==> src/rtl/i2c_slave.sv <==
`default_nettype none
// ============================================================================
// Module      : i2c_slave
// Description : I2C target. Oversamples scl/sda on clk, detects START/STOP,
//               matches a 7-bit address, receives write bytes on rx_data and
//               serialises read bytes taken from tx_data.
// Macro       : I2C_SLAVE_GENERAL_CALL_EN - also ACK address 7'h00 with R/W=0
//               and accept the following bytes as write data.
// Ports       : clk, rst        - system clock, synchronous active-high reset
//               scl, sda_in     - bus clock / bus data as seen on the wire
//               sda_out         - bus data drive (0 = pull low, 1 = release)
//               tx_data, tx_req - read byte source; tx_data latched on tx_req
//               rx_data, rx_valid - last received byte and its update strobe
//               addressed, rw_bit - transfer status; state - FSM debug view
// Revision    : 1.0 - initial release
// ============================================================================
module i2c_slave #(
  parameter logic [6:0] SLAVE_ADDR  = 7'h52,
  parameter int         SYNC_STAGES = 2
) (
  input  logic       clk,
  input  logic       rst,
  input  logic       scl,
  input  logic       sda_in,
  output logic       sda_out,
  input  logic [7:0] tx_data,
  output logic       tx_req,
  output logic [7:0] rx_data,
  output logic       rx_valid,
  output logic       addressed,
  output logic       rw_bit,
  output logic [2:0] state
);

  typedef enum logic [2:0] {
    IDLE     = 3'd0,
    ADDR     = 3'd1,
    ADDR_ACK = 3'd2,
    WRITE    = 3'd3,
    WR_ACK   = 3'd4,
    READ     = 3'd5,
    RD_ACK   = 3'd6,
    IGNORE   = 3'd7
  } state_t;

  logic [SYNC_STAGES-1:0] scl_sync, sda_sync;
  logic       scl_s, sda_s, scl_prev, sda_prev;
  logic       scl_rise, scl_fall, start_det, stop_det;
  state_t     state_q, state_nxt;
  logic [2:0] bit_cnt, bit_cnt_nxt;
  logic [7:0] shreg, shreg_nxt;
  // Splits each ACK state into its "drive" half and its "finish" half.
  logic       phase, phase_nxt;
  logic       sda_out_nxt, rx_valid_nxt, addressed_nxt, rw_bit_nxt;
  logic [7:0] rx_data_nxt;
  logic [7:0] byte_in;
  logic       gc_hit;

  assign scl_s     = scl_sync[SYNC_STAGES-1];
  assign sda_s     = sda_sync[SYNC_STAGES-1];
  assign scl_rise  = scl_s & ~scl_prev;
  assign scl_fall  = ~scl_s & scl_prev;
  assign start_det = scl_s & sda_prev & ~sda_s;
  assign stop_det  = scl_s & ~sda_prev & sda_s;
  // Byte as it will look once the bit sampled on this rise is shifted in.
  assign byte_in   = {shreg[6:0], sda_s};
  assign state     = state_q;

`ifdef I2C_SLAVE_GENERAL_CALL_EN
  assign gc_hit = (byte_in == 8'h00);
`else
  assign gc_hit = 1'b0;
`endif

  always_ff @(posedge clk) begin
    if (rst) begin
      scl_sync  <= '1;
      sda_sync  <= '1;
      scl_prev  <= 1'b1;
      sda_prev  <= 1'b1;
      state_q   <= IDLE;
      bit_cnt   <= 3'd0;
      shreg     <= 8'h00;
      phase     <= 1'b0;
      sda_out   <= 1'b1;
      rx_data   <= 8'h00;
      rx_valid  <= 1'b0;
      addressed <= 1'b0;
      rw_bit    <= 1'b0;
    end else begin
      scl_sync  <= {scl_sync[SYNC_STAGES-2:0], scl};
      sda_sync  <= {sda_sync[SYNC_STAGES-2:0], sda_in};
      scl_prev  <= scl_s;
      sda_prev  <= sda_s;
      state_q   <= state_nxt;
      bit_cnt   <= bit_cnt_nxt;
      shreg     <= shreg_nxt;
      phase     <= phase_nxt;
      sda_out   <= sda_out_nxt;
      rx_data   <= rx_data_nxt;
      rx_valid  <= rx_valid_nxt;
      addressed <= addressed_nxt;
      rw_bit    <= rw_bit_nxt;
    end
  end

  always_comb begin
    state_nxt     = state_q;
    bit_cnt_nxt   = bit_cnt;
    shreg_nxt     = shreg;
    phase_nxt     = phase;
    sda_out_nxt   = sda_out;
    rx_data_nxt   = rx_data;
    rx_valid_nxt  = 1'b0;
    addressed_nxt = addressed;
    rw_bit_nxt    = rw_bit;
    tx_req        = 1'b0;

    // Bus conditions override any bit activity seen in the same cycle.
    if (start_det) begin
      state_nxt     = ADDR;
      bit_cnt_nxt   = 3'd0;
      phase_nxt     = 1'b0;
      sda_out_nxt   = 1'b1;
      addressed_nxt = 1'b0;
    end else if (stop_det) begin
      state_nxt     = IDLE;
      phase_nxt     = 1'b0;
      sda_out_nxt   = 1'b1;
      addressed_nxt = 1'b0;
    end else begin
      case (state_q)
        IDLE: sda_out_nxt = 1'b1;

        ADDR: if (scl_rise) begin
          shreg_nxt   = byte_in;
          bit_cnt_nxt = bit_cnt + 3'd1;
          if (bit_cnt == 3'd7) begin
            if (byte_in[7:1] == SLAVE_ADDR || gc_hit) begin
              state_nxt  = ADDR_ACK;
              rw_bit_nxt = byte_in[0];
              phase_nxt  = 1'b0;
            end else begin
              state_nxt = IGNORE;
            end
          end
        end

        ADDR_ACK: if (scl_fall) begin
          if (!phase) begin
            sda_out_nxt   = 1'b0;
            addressed_nxt = 1'b1;
            phase_nxt     = 1'b1;
            if (rw_bit) begin
              tx_req    = 1'b1;
              shreg_nxt = tx_data;
            end
          end else begin
            phase_nxt = 1'b0;
            if (rw_bit) begin
              sda_out_nxt = shreg[7];
              shreg_nxt   = {shreg[6:0], 1'b0};
              state_nxt   = READ;
            end else begin
              sda_out_nxt = 1'b1;
              state_nxt   = WRITE;
            end
          end
        end

        WRITE: if (scl_rise) begin
          shreg_nxt   = byte_in;
          bit_cnt_nxt = bit_cnt + 3'd1;
          if (bit_cnt == 3'd7) begin
            rx_data_nxt  = byte_in;
            rx_valid_nxt = 1'b1;
            state_nxt    = WR_ACK;
            phase_nxt    = 1'b0;
          end
        end

        WR_ACK: if (scl_fall) begin
          phase_nxt   = ~phase;
          sda_out_nxt = phase;
          if (phase) state_nxt = WRITE;
        end

        READ: begin
          if (scl_rise) bit_cnt_nxt = bit_cnt + 3'd1;
          // Bit 7 went out on entry, so a fall with the counter back at 0
          // means all eight bits have been clocked out.
          if (scl_fall) begin
            if (bit_cnt == 3'd0) begin
              sda_out_nxt = 1'b1;
              state_nxt   = RD_ACK;
              phase_nxt   = 1'b0;
            end else begin
              sda_out_nxt = shreg[7];
              shreg_nxt   = {shreg[6:0], 1'b0};
            end
          end
        end

        RD_ACK: begin
          if (!phase && scl_rise) begin
            if (!sda_s) begin
              tx_req    = 1'b1;
              shreg_nxt = tx_data;
              phase_nxt = 1'b1;
            end else begin
              state_nxt = IGNORE;
            end
          end else if (phase && scl_fall) begin
            sda_out_nxt = shreg[7];
            shreg_nxt   = {shreg[6:0], 1'b0};
            phase_nxt   = 1'b0;
            state_nxt   = READ;
          end
        end

        IGNORE:  sda_out_nxt = 1'b1;
        default: state_nxt = IDLE;
      endcase
    end
  end

endmodule
`default_nettype wire

==> config.mk <==
export PLATFORM = sky130hd
export DESIGN_NAME = i2c_slave
export DESIGN_NICKNAME = d
export VERILOG_FILES = /design/src/rtl/i2c_slave.sv
export SDC_FILE = /design/constraint.sdc
export NUM_CORES = 1
export LEC_CHECK = 0
export ABC_AREA = 1
export CAP_MARGIN = 20
export CORE_ASPECT_RATIO = 0.9
export CORE_MARGIN = 2
export CORE_UTILIZATION = 55
export DETAILED_ROUTE_END_ITERATION = 12
export PLACE_DENSITY = 0.8
export SYNTH_ARGS = -nofsm -noshare
export SYNTH_HDL_FRONTEND = slang
export SYNTH_SLANG_ARGS = --single-unit
==> constraint.sdc <==
create_clock -name clk -period 2.1 [get_ports clk]
set_input_delay 0.42 -clock clk [delete_from_list [all_inputs] [get_ports clk]]
set_output_delay 0.42 -clock clk [all_outputs]
set_load 0.02 [all_outputs]
==> report_table.html, run 1 <==
<table>
<tr><th>Metric</th><th>Value</th></tr>
<tr><th colspan="2">Run status</th></tr>
<tr><td>Run status</td><td>complete, no violations</td></tr>
<tr><th colspan="2">Power</th></tr>
<tr><td>Maximum vdd drop</td><td>roughly 0.00090 V</td></tr>
<tr><td>Share of total power in sequential cells</td><td>24.6%</td></tr>
<tr><td>Clock power share</td><td>between 10% and 20%</td></tr>
<tr><td>Static leakage power</td><td>between 1 and 1.5 nW</td></tr>
<tr><td>Total internal power</td><td>1.86 mW</td></tr>
<tr><td>Total power draw</td><td>3.58 mW</td></tr>
<tr><td>Power per standard cell area</td><td>1350 nW/um^2</td></tr>
<tr><td>Switching Power</td><td>1.72 mW</td></tr>
<tr><td>Net switching fraction of the power</td><td>between 40% and 50%</td></tr>
<tr><td>Combinational Power Share</td><td>57.2%</td></tr>
<tr><th colspan="2">Place</th></tr>
<tr><td>Number of port buffers</td><td>27</td></tr>
<tr><td>Placer Congestion</td><td>just under 1</td></tr>
<tr><td>Placed wire-length estimate after detailed placement</td><td>~5000 um</td></tr>
<tr><th colspan="2">Clock network</th></tr>
<tr><td>Clock latency on the worst-skew pair</td><td>290 ps</td></tr>
<tr><td>Total number of H-tree levels</td><td>2</td></tr>
<tr><td>Max Root-Sink Buffers</td><td>2</td></tr>
<tr><td>CTS Root Cell</td><td>sky130_fd_sc_hd__clkbuf_8</td></tr>
<tr><td>Clock transition at the registers of the reported paths</td><td>~80 ps</td></tr>
<tr><td>TritonCTS clock tree</td><td>done</td></tr>
<tr><td>Number of sinks handled by clock tree synthesis</td><td>33</td></tr>
<tr><td>Hold bufs inserted after CTS</td><td>0</td></tr>
<tr><td>Clock buffers created by TritonCTS</td><td>5</td></tr>
<tr><th colspan="2">Timing</th></tr>
<tr><td>Post-Route Setup TNS</td><td>0 ps</td></tr>
<tr><td>RSZ-0062 raised after global routing</td><td>false</td></tr>
<tr><td>Slew Viols, Final</td><td>0</td></tr>
<tr><td>Max frequency</td><td>526 MHz</td></tr>
<tr><td>Final period utilization</td><td>between 90% and 100%</td></tr>
<tr><td>Total of endpoints with negative setup slack in the final report</td><td>0</td></tr>
<tr><td>Number of endpoints with negative hold slack in the final report</td><td>0</td></tr>
<tr><td>Least-Margin Pin Slew</td><td>447 ps</td></tr>
<tr><td>Worst clock skew on the final layout</td><td>9.57 ps</td></tr>
<tr><td>Post-route minimum period</td><td>1900 ps</td></tr>
<tr><td>Max-slew headroom</td><td>69.9%</td></tr>
<tr><td>Fin Hold WS</td><td>425 ps</td></tr>
<tr><th colspan="2">Critical path</th></tr>
<tr><td>Worst EP arrival</td><td>1480 ps</td></tr>
<tr><td>Endpoint kind of the worst setup timing path</td><td>output port</td></tr>
<tr><td>Launching instance or port of the critical path</td><td>state[2]</td></tr>
<tr><td>Family with the most delay on the worst path</td><td>buffers and inverters</td></tr>
<tr><td>Critical-path maximum fanout</td><td>11</td></tr>
<tr><td>Cell breakdown of the critical path</td><td>buf_4 &gt; clkdlybuf4s50_1</td></tr>
<tr><td>Reg-to-reg setup timing slack</td><td>210 ps</td></tr>
<tr><td>Reg2reg start</td><td>state[2]</td></tr>
<tr><td>Sort of element at the start of the critical path</td><td>flip-flop</td></tr>
<tr><td>Highest-delay cell along the critical path</td><td>sky130_fd_sc_hd__clkdlybuf4s50_1</td></tr>
<tr><td>Buffers plus inverters on the worst setup path</td><td>2</td></tr>
<tr><td>Depth of the worst register-to-register path</td><td>10</td></tr>
<tr><td>Required time at the worst-slack endpoint</td><td>around 1700 ps</td></tr>
<tr><td>Crit Path Category</td><td>reg2out</td></tr>
<tr><td>Highest cell delay on the worst timing path</td><td>slightly above 600 ps</td></tr>
<tr><td>Worst flop-to-flop path endpoint</td><td>state[2]</td></tr>
<tr><th colspan="2">Layout</th></tr>
<tr><td>Leading cell types in the layout, fill and taps excluded</td><td>99 x sky130_fd_sc_hd__nand2_1, 65 x sky130_fd_sc_hd__nor2_1, 33 x sky130_fd_sc_hd__dfxtp_1</td></tr>
<tr><td>Fraction of final layout cells sized beyond drive strength 1</td><td>a little over an eighth</td></tr>
<tr><td>Synthesis-to-layout area growth</td><td>25.7%</td></tr>
<tr><td>Count of inserted antenna diode cells</td><td>0</td></tr>
<tr><td>NumNets Final</td><td>407</td></tr>
<tr><td>Post-layout util</td><td>between 70 and 80%</td></tr>
<tr><td>Commonest non-fill, non-tap cell in the layout</td><td>sky130_fd_sc_hd__nand2_1</td></tr>
<tr><th colspan="2">Yosys</th></tr>
<tr><td>Area share of the largest cell type after synthesis</td><td>31.3%</td></tr>
<tr><td>Post-synthesis net count</td><td>363</td></tr>
<tr><td>Post-synthesis register bit count</td><td>33</td></tr>
<tr><td>Cell type with the largest total area after synthesis</td><td>sky130_fd_sc_hd__dfxtp_1</td></tr>
<tr><td>Main area contributors after synthesis</td><td>sky130_fd_sc_hd__dfxtp_1 31%, sky130_fd_sc_hd__nand2_1 18%, sky130_fd_sc_hd__nor2_1 12%</td></tr>
<tr><td>Cell count after synthesis</td><td>347</td></tr>
<tr><td>Share of synthesized area occupied by flip-flops and latches</td><td>31.3%</td></tr>
<tr><td>Cell area after synthesis</td><td>2110 sq um</td></tr>
<tr><td>Count of warnings emitted by yosys</td><td>0</td></tr>
<tr><td>Count of unique library cells instantiated by Yosys</td><td>31</td></tr>
<tr><td>Average cell area after synthesis</td><td>6.08 sq um</td></tr>
<tr><th colspan="2">Route</th></tr>
<tr><td>DRT Pass-1 Iters</td><td>5</td></tr>
<tr><td>Starting DRT DRC Count</td><td>around 460</td></tr>
<tr><td>Count of unresolved DRC violations after routing</td><td>0</td></tr>
<tr><td>Vias</td><td>2498</td></tr>
<tr><td>Routed WL per cell</td><td>15.1 um</td></tr>
<tr><td>Total Wirelength</td><td>~6600 um</td></tr>
<tr><td>Antenna Violating Nets Remaining</td><td>0</td></tr>
<tr><td>Routed via count divided by cell count</td><td>5.70</td></tr>
<tr><th colspan="2">Worst hold path</th></tr>
<tr><td>Hold Path Origin</td><td>sda_sync[0]</td></tr>
<tr><td>Endpoint of the worst hold-timing path</td><td>sda_sync[1]</td></tr>
<tr><td>Number of instances on the worst hold path</td><td>1</td></tr>
<tr><td>Worst hold-check path type</td><td>reg2reg</td></tr>
<tr><th colspan="2">Floorplan</th></tr>
<tr><td>Die height</td><td>62.8 um</td></tr>
<tr><td>Boundary Pins</td><td>28</td></tr>
<tr><td>Core Area</td><td>3700 sq um</td></tr>
<tr><td>Starting density of the core</td><td>56.9%</td></tr>
<tr><td>Placement Rows</td><td>21</td></tr>
<tr><td>DIE AREA</td><td>4350 sq um</td></tr>
<tr><td>Chip Width</td><td>69.3 um</td></tr>
<tr><th colspan="2">Global routing</th></tr>
<tr><td>Antenna violations before repair</td><td>0</td></tr>
<tr><td>Global-route wire length before repair</td><td>roughly 11000 um</td></tr>
<tr><td>Pin count of the biggest net entering global routing</td><td>17</td></tr>
<tr><td>GRT Residual Overflow</td><td>0</td></tr>
<tr><td>Number of global-route vias before repair</td><td>2292</td></tr>
<tr><td>Total routing resource utilization after global routing</td><td>31.2%</td></tr>
<tr><th colspan="2">Flow run</th></tr>
<tr><td>Max Cap Violations</td><td>0</td></tr>
</table>
-- registers in the layout, summed over array words and instances (netlist names), 2 cells and up --
register  count
sda_sync      2
scl_sync      2
state         3
rx_data       8
bit_cnt       3
shreg         8
-- cells by family after synthesis --
kind of cell	after synthesis	synth area share [%]
buffers and inverters	43	8.24
AND/OR/NAND/NOR	224	46.9
adder cells (fa/ha/maj)	4	2.37
AO/OA/AOI/OAI	43	11.1
flip-flops	33	31.3
-- cell type report --
class	count	area, sq um
multi-input combinational	271	1280
fill	321	1050
sequential	33	661
timing repair buffer	46	408
inverter	34	128
clock buffer	6	82.6
tap	46	57.6
clock inverter	2	37.5
-- power groups by stage --
stage,sequential [mW],combinational (mW),clock (mW)
finish,0.882,2.05,0.649
global route,0.894,2.30,0.677
CTS,0.875,1.98,0.645
detailed placement,0.888,1.96,0
global placement,0.881,1.98,0
floorplan,0.898,1.41,0
-- cell usage after synthesis --
master,number
sky130_fd_sc_hd__inv_1,28
sky130_fd_sc_hd__nand4_1,5
sky130_fd_sc_hd__o22ai_1,4
sky130_fd_sc_hd__nor3_1,3
sky130_fd_sc_hd__nor2_2,4
sky130_fd_sc_hd__nand2_2,2
sky130_fd_sc_hd__and3_1,1
sky130_fd_sc_hd__o31ai_1,1
sky130_fd_sc_hd__or2_2,4
sky130_fd_sc_hd__buf_2,4
sky130_fd_sc_hd__nand2_1,100
sky130_fd_sc_hd__o21ai_0,13
sky130_fd_sc_hd__a21oi_1,17
sky130_fd_sc_hd__nand3_1,31
sky130_fd_sc_hd__nor2_4,1
sky130_fd_sc_hd__nand3b_4,1
sky130_fd_sc_hd__inv_2,6
sky130_fd_sc_hd__nor2_1,65
sky130_fd_sc_hd__and2_1,1
sky130_fd_sc_hd__a211oi_1,2
sky130_fd_sc_hd__nand3_2,3
sky130_fd_sc_hd__buf_6,1
sky130_fd_sc_hd__clkbuf_1,4
sky130_fd_sc_hd__ha_1,4
sky130_fd_sc_hd__a22oi_1,1
sky130_fd_sc_hd__dfxtp_1,33
sky130_fd_sc_hd__nor3_4,1
sky130_fd_sc_hd__nor4_1,1
sky130_fd_sc_hd__o21ai_1,1
sky130_fd_sc_hd__a31oi_1,4
sky130_fd_sc_hd__nor3_2,1
-- what timing repair did --
action,in CTS,in global routing
resized for setup,1,3
setup endpoints to repair,1,2
setup buffers,0,0
-- how the worst max path moves through the flow --
stage | endpoint | slack, ps | cells after the start
final | state[2] | 200 | 2
after global routing | state[2] | 80 | 10
after CTS | tx_req | 80 | 6
after detailed placement | tx_req | 120 | 6
after global placement | tx_req | 180 | 6
after floorplan | tx_req | 250 | 5
-- per-stage QoR --
| step | worst slack, ps | area [sq um] | std cells |
|---|---|---|---|
| floorplan | 247 | 2110 | 347 |
| global placement | 178 | 2530 | 430 |
| detailed placement | 124 | 2530 | 430 |
| CTS | 82.5 | 2650 | 438 |
| global route | 82.0 | 2650 | 438 |
| finish | 199 | 2650 | 438 |
-- per-layer routing --
layer / part of all wire [%] / track usage, %
met1: 44 / 42.1
met2: 43 / 48.3
met3: 10 / 6.94
met4: 2.8 / 13.0
met5: 0 / 0
Note: power is estimated with default switching activity, not from simulation.
==> run 2, diff against run 1 <==
Settings changed: SKIP_CTS_REPAIR_TIMING from default to 1.
==> run 2 against run 1 <==
Sequential power barely moved; clock power barely moved; setup slack got worse by 3.8 ps; die area did not move; cell count did not move; critical endpoint is now tx_req.
==> report_table.html, run 2 (synthesis gave the netlist of run 1 again) <==
<table>
<tr><th>Metric</th><th>Value</th></tr>
<tr><th colspan="2">Critical path</th></tr>
<tr><td>Worst EP arrival</td><td>1480 ps</td></tr>
<tr><td>Reg2reg start</td><td>state[2]</td></tr>
<tr><td>Cell breakdown of the critical path</td><td>inv_2 &gt; nand2_2 &gt; nor2_1 &gt; nand4_1 &gt; a21oi_1 &gt; dlymetal6s2s_1</td></tr>
<tr><td>Endpoint kind of the worst setup timing path</td><td>output port</td></tr>
<tr><td>Highest-delay cell along the critical path</td><td>sky130_fd_sc_hd__dfxtp_1</td></tr>
<tr><td>Launching instance or port of the critical path</td><td>state[0]</td></tr>
<tr><td>Crit Path Category</td><td>reg2out</td></tr>
<tr><td>Sort of element at the start of the critical path</td><td>flip-flop</td></tr>
<tr><td>Buffers plus inverters on the worst setup path</td><td>2</td></tr>
<tr><td>WP depth</td><td>6</td></tr>
<tr><td>Required time at the worst-slack endpoint</td><td>1680 ps</td></tr>
<tr><td>Critical-path maximum fanout</td><td>6</td></tr>
<tr><td>Depth of the worst register-to-register path</td><td>10</td></tr>
<tr><td>Termination of the worst setup path</td><td>tx_req</td></tr>
<tr><td>Worst flop-to-flop path endpoint</td><td>state[2]</td></tr>
<tr><td>Reg-to-reg setup timing slack</td><td>around 240 ps</td></tr>
<tr><td>Family with the most delay on the worst path</td><td>simple AND/OR/NAND/NOR gates</td></tr>
<tr><td>Highest cell delay on the worst timing path</td><td>320 ps</td></tr>
<tr><th colspan="2">Timing</th></tr>
<tr><td>Worst clock skew on the final layout</td><td>9.85 ps</td></tr>
<tr><td>Fin Hold WS</td><td>between 400 and 500 ps</td></tr>
<tr><td>Post-route minimum period</td><td>between 1500 and 2000 ps</td></tr>
<tr><td>Final period utilization</td><td>a little over 90%</td></tr>
<tr><td>Max-slew headroom</td><td>68.2%</td></tr>
<tr><td>Total of endpoints with negative setup slack in the final report</td><td>0</td></tr>
<tr><td>Number of endpoints with negative hold slack in the final report</td><td>0</td></tr>
<tr><td>RSZ-0062 raised after global routing</td><td>false</td></tr>
<tr><td>Least-Margin Pin Slew</td><td>475 ps</td></tr>
<tr><td>Slew Viols, Final</td><td>0</td></tr>
<tr><td>Max frequency</td><td>525 MHz</td></tr>
<tr><th colspan="2">Clock network</th></tr>
<tr><td>Total number of H-tree levels</td><td>2</td></tr>
<tr><td>Clock transition at the registers of the reported paths</td><td>roughly 80 ps</td></tr>
<tr><td>CTS Root Cell</td><td>sky130_fd_sc_hd__clkbuf_8</td></tr>
<tr><td>TritonCTS clock tree</td><td>done</td></tr>
<tr><td>Max Root-Sink Buffers</td><td>2</td></tr>
<tr><td>Clock latency on the worst-skew pair</td><td>290 ps</td></tr>
<tr><td>Clock buffers created by TritonCTS</td><td>5</td></tr>
<tr><td>Number of sinks handled by clock tree synthesis</td><td>33</td></tr>
<tr><th colspan="2">Route</th></tr>
<tr><td>Total Wirelength</td><td>6640 um</td></tr>
<tr><td>Antenna Violating Nets Remaining</td><td>0</td></tr>
<tr><td>Routed via count divided by cell count</td><td>5.77</td></tr>
<tr><td>Vias</td><td>around 2500</td></tr>
<tr><td>Starting DRT DRC Count</td><td>460</td></tr>
<tr><td>Count of unresolved DRC violations after routing</td><td>0</td></tr>
<tr><td>Routed WL per cell</td><td>15.1 um</td></tr>
<tr><td>DRT Pass-1 Iters</td><td>5</td></tr>
<tr><th colspan="2">Layout</th></tr>
<tr><td>Count of inserted antenna diode cells</td><td>0</td></tr>
<tr><td>NumNets Final</td><td>407</td></tr>
<tr><td>Commonest non-fill, non-tap cell in the layout</td><td>sky130_fd_sc_hd__nand2_1</td></tr>
<tr><td>Leading cell types in the layout, fill and taps excluded</td><td>99 x sky130_fd_sc_hd__nand2_1, 65 x sky130_fd_sc_hd__nor2_1, 33 x sky130_fd_sc_hd__dfxtp_1</td></tr>
<tr><td>Post-layout util</td><td>71.8%</td></tr>
<tr><td>Biggest registers after layout</td><td>rx_data: 8 flops, shreg: 8 flops</td></tr>
<tr><td>Fraction of final layout cells sized beyond drive strength 1</td><td>13.0%</td></tr>
<tr><td>Synthesis-to-layout area growth</td><td>26.0%</td></tr>
<tr><th colspan="2">Power</th></tr>
<tr><td>Total internal power</td><td>1.86 mW</td></tr>
<tr><td>Static leakage power</td><td>1.26 nW</td></tr>
<tr><td>Maximum vdd drop</td><td>0.000896 V</td></tr>
<tr><td>Combinational Power Share</td><td>between 50% and 60%</td></tr>
<tr><td>Power per standard cell area</td><td>1350 nW/um^2</td></tr>
<tr><td>Share of total power in sequential cells</td><td>between 20% and 30%</td></tr>
<tr><td>Clock power share</td><td>18.1%</td></tr>
<tr><td>Net switching fraction of the power</td><td>48.0%</td></tr>
<tr><td>Switching Power</td><td>1.72 mW</td></tr>
<tr><th colspan="2">Floorplan</th></tr>
<tr><td>Boundary Pins</td><td>28</td></tr>
<tr><td>Starting density of the core</td><td>56.9%</td></tr>
<tr><td>Core Area</td><td>3700 sq um</td></tr>
<tr><td>DIE AREA</td><td>around 4300 sq um</td></tr>
<tr><td>Chip Width</td><td>69.3 um</td></tr>
<tr><td>Placement Rows</td><td>21</td></tr>
<tr><td>Die height</td><td>62.8 um</td></tr>
<tr><th colspan="2">Global routing</th></tr>
<tr><td>GRT Residual Overflow</td><td>0</td></tr>
<tr><td>Global-route wire length before repair</td><td>approximately 11000 um</td></tr>
<tr><td>Total routing resource utilization after global routing</td><td>roughly 31%</td></tr>
<tr><td>Pin count of the biggest net entering global routing</td><td>17</td></tr>
<tr><td>Antenna violations before repair</td><td>0</td></tr>
<tr><td>Number of global-route vias before repair</td><td>2290</td></tr>
<tr><th colspan="2">Run status</th></tr>
<tr><td>Run status</td><td>complete, no violations</td></tr>
<tr><th colspan="2">Place</th></tr>
<tr><td>Placer Congestion</td><td>0.981</td></tr>
<tr><td>Placed wire-length estimate after detailed placement</td><td>4980 um</td></tr>
<tr><td>Number of port buffers</td><td>27</td></tr>
<tr><th colspan="2">Worst hold path</th></tr>
<tr><td>Worst hold-check path type</td><td>reg2reg</td></tr>
<tr><th colspan="2">Flow run</th></tr>
<tr><td>Max Cap Violations</td><td>0</td></tr>
</table>
-- run 2: changes by cell type in the layout (fill, tap and decap cells not counted) --
cell / change
sky130_fd_sc_hd__dlymetal6s2s_1: +1
sky130_fd_sc_hd__clkbuf_2: -1
-- run 2: per-layer routing --
layer / track usage, % / wire [um] / vias to the layer above
li1: - / - / 1205
met2: 48.3 / 2810 / 157
met1: 42.0 / 2920 / 1136
met3: 6.94 / 680 / 30
met5: 0 / 0 / -
met4: 13.0 / 229 / 0
-- run 2: per-stage QoR --
stage               TNS [ps]  area (sq um)  power, mW  setup slack [ps]  cells
CTS                     -199          2650       3.50              -199    438
global route               0          2660       3.87              56.9    438
finish                     0          2660       3.58               195    438
global placement           0          2530       2.86               178    430
floorplan                  0          2110       2.31               247    347
detailed placement         0          2530       2.84               124    430
-- run 2: worst min-delay path by stage --
stage,cells past startpoint,to,from
2_1_floorplan,1,scl_sync[1],scl_sync[0]
3_3_place_gp,1,sda_sync[1],sda_sync[0]
3_5_place_dp,1,sda_sync[1],sda_sync[0]
4_1_cts,1,sda_sync[1],sda_sync[0]
5_1_grt,1,scl_sync[1],scl_sync[0]
6_report,1,sda_sync[1],sda_sync[0]
-- run 2: cell type report --
cell class,count,area [sq um]
clock inverters,2,37.5
repair buffers,46,415
fillers,319,1050
clock buffers,6,82.6
well taps,46,57.6
flip-flops and latches,33,661
multi-input cells,271,1280
inverters,34,128
-- run 2: power groups by stage --
stage	Clock [mW]	Combinational, mW	Sequential, mW
after floorplan	0	1.41	0.898
after global placement	0	1.98	0.881
after detailed placement	0	1.96	0.888
after CTS	0.645	1.98	0.875
after global routing	0.677	2.30	0.894
final	0.650	2.05	0.883
